`src/rtl/cpu_bus_bridge.sv`:
```
// Memory-side bridge for the Cpu core: runs each CPU request against a strobe/ack
// memory port with programmable wait states, a bus timeout and a CPU stall.
module cpu_bus_bridge #(
   parameter int unsigned ADDR_WIDTH  = 16,
   parameter int unsigned DATA_WIDTH  = 8,
   parameter int unsigned WAIT_STATES = 2,
   parameter int unsigned TIMEOUT     = 16
) (
   input  logic                  clk,
   input  logic                  rst,
   input  logic                  req_rdwr,
   input  logic                  which_rdwr,
   input  logic [ADDR_WIDTH-1:0] addr,
   input  logic [DATA_WIDTH-1:0] cpu_wdata,
   output logic [DATA_WIDTH-1:0] cpu_rdata,
   output logic                  cpu_enable,
   output logic                  mem_cs,
   output logic                  mem_we,
   output logic [ADDR_WIDTH-1:0] mem_addr,
   output logic [DATA_WIDTH-1:0] mem_wdata,
   input  logic [DATA_WIDTH-1:0] mem_rdata,
   input  logic                  mem_ack,
   input  logic                  err_clr,
   output logic                  bus_err
);
   localparam int unsigned WAIT_W  = 4;
   localparam int unsigned TO_W    = 8;
   localparam logic        WH_READ = 1'b0;

   typedef enum logic [1:0] {
      S_IDLE,
      S_SETUP,
      S_STROBE,
      S_DONE
   } state_t;

   state_t              state, state_d;
   logic [WAIT_W-1:0]   wait_cnt, wait_cnt_d;
   logic [TO_W-1:0]     to_cnt, to_cnt_d;
   logic                which_lat, which_d;
   logic [DATA_WIDTH-1:0] cpu_rdata_d;
   logic                cpu_enable_d;
   logic                mem_cs_d;
   logic                mem_we_d;
   logic [ADDR_WIDTH-1:0] mem_addr_d;
   logic [DATA_WIDTH-1:0] mem_wdata_d;
   logic                bus_err_d;

   // State and every output are registered; reset drops the strobe immediately.
   always_ff @(posedge clk or posedge rst) begin
      if (rst) begin
         state      <= S_IDLE;
         wait_cnt   <= '0;
         to_cnt     <= '0;
         which_lat  <= 1'b0;
         cpu_rdata  <= '0;
         cpu_enable <= 1'b1;
         mem_cs     <= 1'b0;
         mem_we     <= 1'b0;
         mem_addr   <= '0;
         mem_wdata  <= '0;
         bus_err    <= 1'b0;
      end else begin
         state      <= state_d;
         wait_cnt   <= wait_cnt_d;
         to_cnt     <= to_cnt_d;
         which_lat  <= which_d;
         cpu_rdata  <= cpu_rdata_d;
         cpu_enable <= cpu_enable_d;
         mem_cs     <= mem_cs_d;
         mem_we     <= mem_we_d;
         mem_addr   <= mem_addr_d;
         mem_wdata  <= mem_wdata_d;
         bus_err    <= bus_err_d;
      end
   end

   // Next-state and next-output logic; a timeout set overrides a same-edge clear.
   always_comb begin
      state_d      = state;
      wait_cnt_d   = wait_cnt;
      to_cnt_d     = to_cnt;
      which_d      = which_lat;
      cpu_rdata_d  = cpu_rdata;
      cpu_enable_d = cpu_enable;
      mem_cs_d     = mem_cs;
      mem_we_d     = mem_we;
      mem_addr_d   = mem_addr;
      mem_wdata_d  = mem_wdata;
      bus_err_d    = err_clr ? 1'b0 : bus_err;

      unique case (state)
         S_IDLE: begin
            cpu_enable_d = 1'b1;
            if (req_rdwr) begin
               mem_addr_d   = addr;
               mem_wdata_d  = cpu_wdata;
               which_d      = which_rdwr;
               cpu_enable_d = 1'b0;
               to_cnt_d     = '0;
               if (WAIT_STATES == 0) begin
                  state_d  = S_STROBE;
                  mem_cs_d = 1'b1;
                  mem_we_d = which_rdwr;
               end else begin
                  state_d    = S_SETUP;
                  wait_cnt_d = WAIT_W'(WAIT_STATES);
               end
            end
         end
         S_SETUP: begin
            if (wait_cnt == WAIT_W'(1)) begin
               state_d    = S_STROBE;
               wait_cnt_d = '0;
               mem_cs_d   = 1'b1;
               mem_we_d   = which_lat;
            end else begin
               wait_cnt_d = wait_cnt - WAIT_W'(1);
            end
         end
         S_STROBE: begin
            if (mem_ack || (to_cnt == TO_W'(TIMEOUT - 1))) begin
               state_d      = S_DONE;
               to_cnt_d     = '0;
               mem_cs_d     = 1'b0;
               mem_we_d     = 1'b0;
               cpu_enable_d = 1'b1;
               if (!mem_ack) begin
                  bus_err_d = 1'b1;
               end
               if (which_lat == WH_READ) begin
                  cpu_rdata_d = mem_ack ? mem_rdata : '1;
               end
            end else begin
               to_cnt_d = to_cnt + TO_W'(1);
            end
         end
         S_DONE: begin
            cpu_enable_d = 1'b1;
            state_d      = S_IDLE;
         end
         default: begin
            state_d = S_IDLE;
         end
      endcase
   end
endmodule

```
`config.mk`:
```
export PLATFORM = sky130hd
export DESIGN_NAME = cpu_bus_bridge
export DESIGN_NICKNAME = d
export VERILOG_FILES = /design/src/rtl/cpu_bus_bridge.sv
export SDC_FILE = /design/constraint.sdc
export NUM_CORES = 1
export LEC_CHECK = 0
export ABC_CLOCK_PERIOD_IN_PS = 3280
export BUFFER_PORTS_ARGS = -buffer_cell sky130_fd_sc_hd__buf_2
export CAP_MARGIN = 15
export CORE_ASPECT_RATIO = 2
export CORE_MARGIN = 10
export CORE_UTILIZATION = 33
export DETAILED_ROUTE_END_ITERATION = 16
export HOLD_SLACK_MARGIN = 0.15
export PLACE_DENSITY = 0.59
export SYNTH_ARGS = -nofsm -noshare
export SYNTH_HDL_FRONTEND = slang
export SYNTH_SLANG_ARGS = --single-unit
```
`constraint.sdc`:
```
create_clock -name clk -period 3.28 [get_ports clk]
set_input_delay 0.164 -clock clk [delete_from_list [all_inputs] [get_ports clk]]
set_output_delay 0.164 -clock clk [all_outputs]
set_load 0.02 [all_outputs]
```
==> key figures <==
Synth
  • Syn nets: 225
  • Distinct cells, synth: 33
  • Sequential share of the synthesized area: 55.4%
  • Yosys warning count: 0
  • Seq cells post-synth: 51
  • Mean Syn Cell Area: around 13 um^2
  • Cells after Synth: 180
  • Netlist Area Pre-Place: about 2300 um^2

Worst setup path
  • Crit. Startpoint: to_cnt[7]
  • Critical Path RT: ~3.5 ns
  • Crit start category: flip-flop
  • Crit end category: flip-flop
  • FF-to-FF path depth: 4
  • Crit Path Class: reg -> reg
  • Critical path data arrival time: 2.22 ns
  • Worst r2r src: to_cnt[7]
  • R2R Setup Slk: 1.24 ns
  • FF-to-FF End: cpu_rdata[2]
  • Worst setup endpoint: cpu_rdata[2]
  • CP Max Fanout: 8

CTS
  • Worst-path clk slew: around 0.06 ns
  • CTS Buf Count: 5
  • Maximum clock path buffer count: 2
  • # clock sinks: 51
  • Clock root buffer: clkbuf_16
  • TritonCTS clock tree: done
  • Setup Buffers After CTS: 0
  • Clk_lat worst skew: between 0.2 and 0.3 ns
  • PostCTS Resize Cnt: 0
  • CTS HTree Levels: 2

Final layout
  • Layout area overhead: 38.9%
  • Post-route cell area: 3200 um^2
  • Filler Cells Inserted: 672
  • Post-Route Utilization: 46.5%
  • Antenna diode count: 0
  • Commonest non-fill, non-tap cell in the layout: buf_2
  • Most frequent cells in the layout: 73 x buf_2, 50 x dfrtp_1, 27 x dlygate4sd3_1
  • Share of post-route cells with drive strength above 1: 43.5%
  • # nets final: 329

Timing
  • Final worst slack: ~1.2 ns
  • Final min period: 2.04 ns
  • Crit share post-route: 62.3%
  • Hold Fails Final Rpt: 0
  • RSZ-0062 raised after global routing: false
  • Relative slew slack: roughly 45%
  • Max frequency: just under 500 MHz
  • Worst-Margin Slew: approximately 0.8 ns
  • Worst clock skew: 0.00588 ns
  • Setup Viol. Count Final: 0
  • Setup TNS: 0 ns
  • Final Slew Violations: 0

Die
  • Die Y: 138 um
  • Site Rows: between 40 and 50
  • Die Wd: 79.1 um
  • Top Ports: 74
  • Core area: 6890 um^2
  • Die Footprint: 10900 um^2
  • Initial core utilization: 33.5%

Pwr
  • Pwr Density: 878 nW/um^2
  • Pleak: 1.51 nW
  • Max IR drop VDD: 0.425 mV

Route
  • DRT iter0 DRCs: 35
  • DRT Pass-1 Iters: 4
  • WL per Instance: 14.0 um
  • Vias: 1703
  • DRT antenna net count: 0
  • Met3 routed WL: between 200 and 300 um
  • Met1 wire length: between 1500 and 2000 um
  • Vias per cell: 4.54
  • Top Metal Used: met4
  • Routed WL: 5250 um
  • # DRC: 0
  • WL met2: 2910 um

GRT
  • Largest net degree at the start of global routing: 52
  • Number of global-route vias before repair: 1844
  • First-pass GRT wire length: 8820 um
  • Initial antenna violation count: 0
  • Total track usage: between 9 and 10%
  • Overflow after GRT: 0

Place
  • Post-DP Area: 2770 um^2
  • Global placement routability congestion: 0.703
  • IO Port Bufs: 73
  • Worst slack, placed: 1.24 ns
  • DP HPWL: approximately 4000 um

Run status
  • Status: completed

Job
  • Max Cap Violations: 0

Worst hold path
  • Hold Path Cell Cnt: 3
  • Worst hold path type: in -> reg
## worst min path at each step
stage | startpoint | endpoint | slack (ns)
6_report | mem_rdata[5] | cpu_rdata[5] | 0.19
4_1_cts | mem_rdata[5] | cpu_rdata[5] | 0.18
3_5_place_dp | err_clr | bus_err | 0.38
3_3_place_gp | err_clr | bus_err | 0.39
5_1_grt | mem_rdata[5] | cpu_rdata[5] | 0.19
2_1_floorplan | err_clr | bus_err | 0.27
## registers in the layout, summed over array words and instances, names as in the netlist
register / cells
mem_wdata: 8
cpu_enable: 1
which_lat: 1
state: 2
wait_cnt: 4
mem_addr: 16
cpu_rdata: 8
to_cnt: 8
mem_we: 1
bus_err: 1
mem_cs: 1
## per-layer routing
metal	vias to the layer above	global-route usage (%)
li1	824	-
met4	0	4.56
met3	5	3.31
met2	38	17.3
met1	836	10.2
met5	-	0
## repair_timing
item                                    CTS  global route
endpoints found under the setup margin    0             0
hold buffers                             26             1
hold endpoints to repair                 26            21
## kinds of logic (layout without fill, tap and decap cells)
group	after synthesis	in the layout	synth area share [%]
AND/OR/NAND/NOR	48	48	11.2
AO/OA/AOI/OAI	19	19	5.91
flip-flops	51	51	55.4
XOR/XNOR	6	6	2.28
adder cells (fa/ha/maj)	7	7	3.80
multiplexers	36	36	18.9
buffers and inverters	13	118	2.44
## per-stage QoR
step | cells | total power, mW | hold slack (ns)
floorplan | 180 | 1.92 | 0.268
global placement | 339 | 2.29 | 0.391
detailed placement | 339 | 2.31 | 0.384
CTS | 373 | 2.87 | 0.177
global route | 375 | 3.01 | 0.185
finish | 375 | 2.81 | 0.187
## area by class of cell
type | count | area, um^2 | area share [%]
clock buffer | 7 | 143 | 4.45
clock inverter | 1 | 5.00 | 0.156
inverter | 8 | 30.0 | 0.938
multi-input combinational | 116 | 972 | 30.4
sequential | 51 | 1280 | 39.9
tap | 90 | 113 | 3.52
timing repair buffer | 102 | 663 | 20.7
## Yosys cell counts (all sizes together)
cell,instances,area share (%)
dfrtp,50,54
mux2,34,18
or4,1,0.49
o2bb2ai,3,1.1
nor3,3,0.65
o32ai,1,0.38
clkbuf,4,0.65
nor4,1,0.27
or2,1,0.27
buf,1,0.49
a21oi,2,0.43
ha,7,3.8
inv,8,1.3
a21boi,1,0.33
nor2,12,2.1
mux2i,2,0.87
xnor2,6,2.3
o21bai,2,0.98
o21ba,1,0.43
nor3b,2,0.65
dfstp,1,1.1
a31oi,3,0.81
nand3,4,1.1
nand2,8,1.3
a22oi,1,0.33
nand2b,14,3.8
and3b,1,0.38
nor2b,1,0.27
o21ai,5,1.1
## worst max-delay path, cell delays in order, from the launching register on
cell	delay [ns]
dfrtp_1	0.39
or4_4	0.57
o21bai_2	0.12
and3b_1	0.50
mux2_4	0.34
## power breakdown
group	internal [mW]	leakage (nW)	total, mW	switching, mW
sequential	0.896	0.615	1.04	0.143
combinational	0.561	0.825	1.26	0.697
clock	0.303	0.0739	0.516	0.213
total	1.76	1.51	2.81	1.05
No activity file was read; power rests on OpenSTA's default activity.
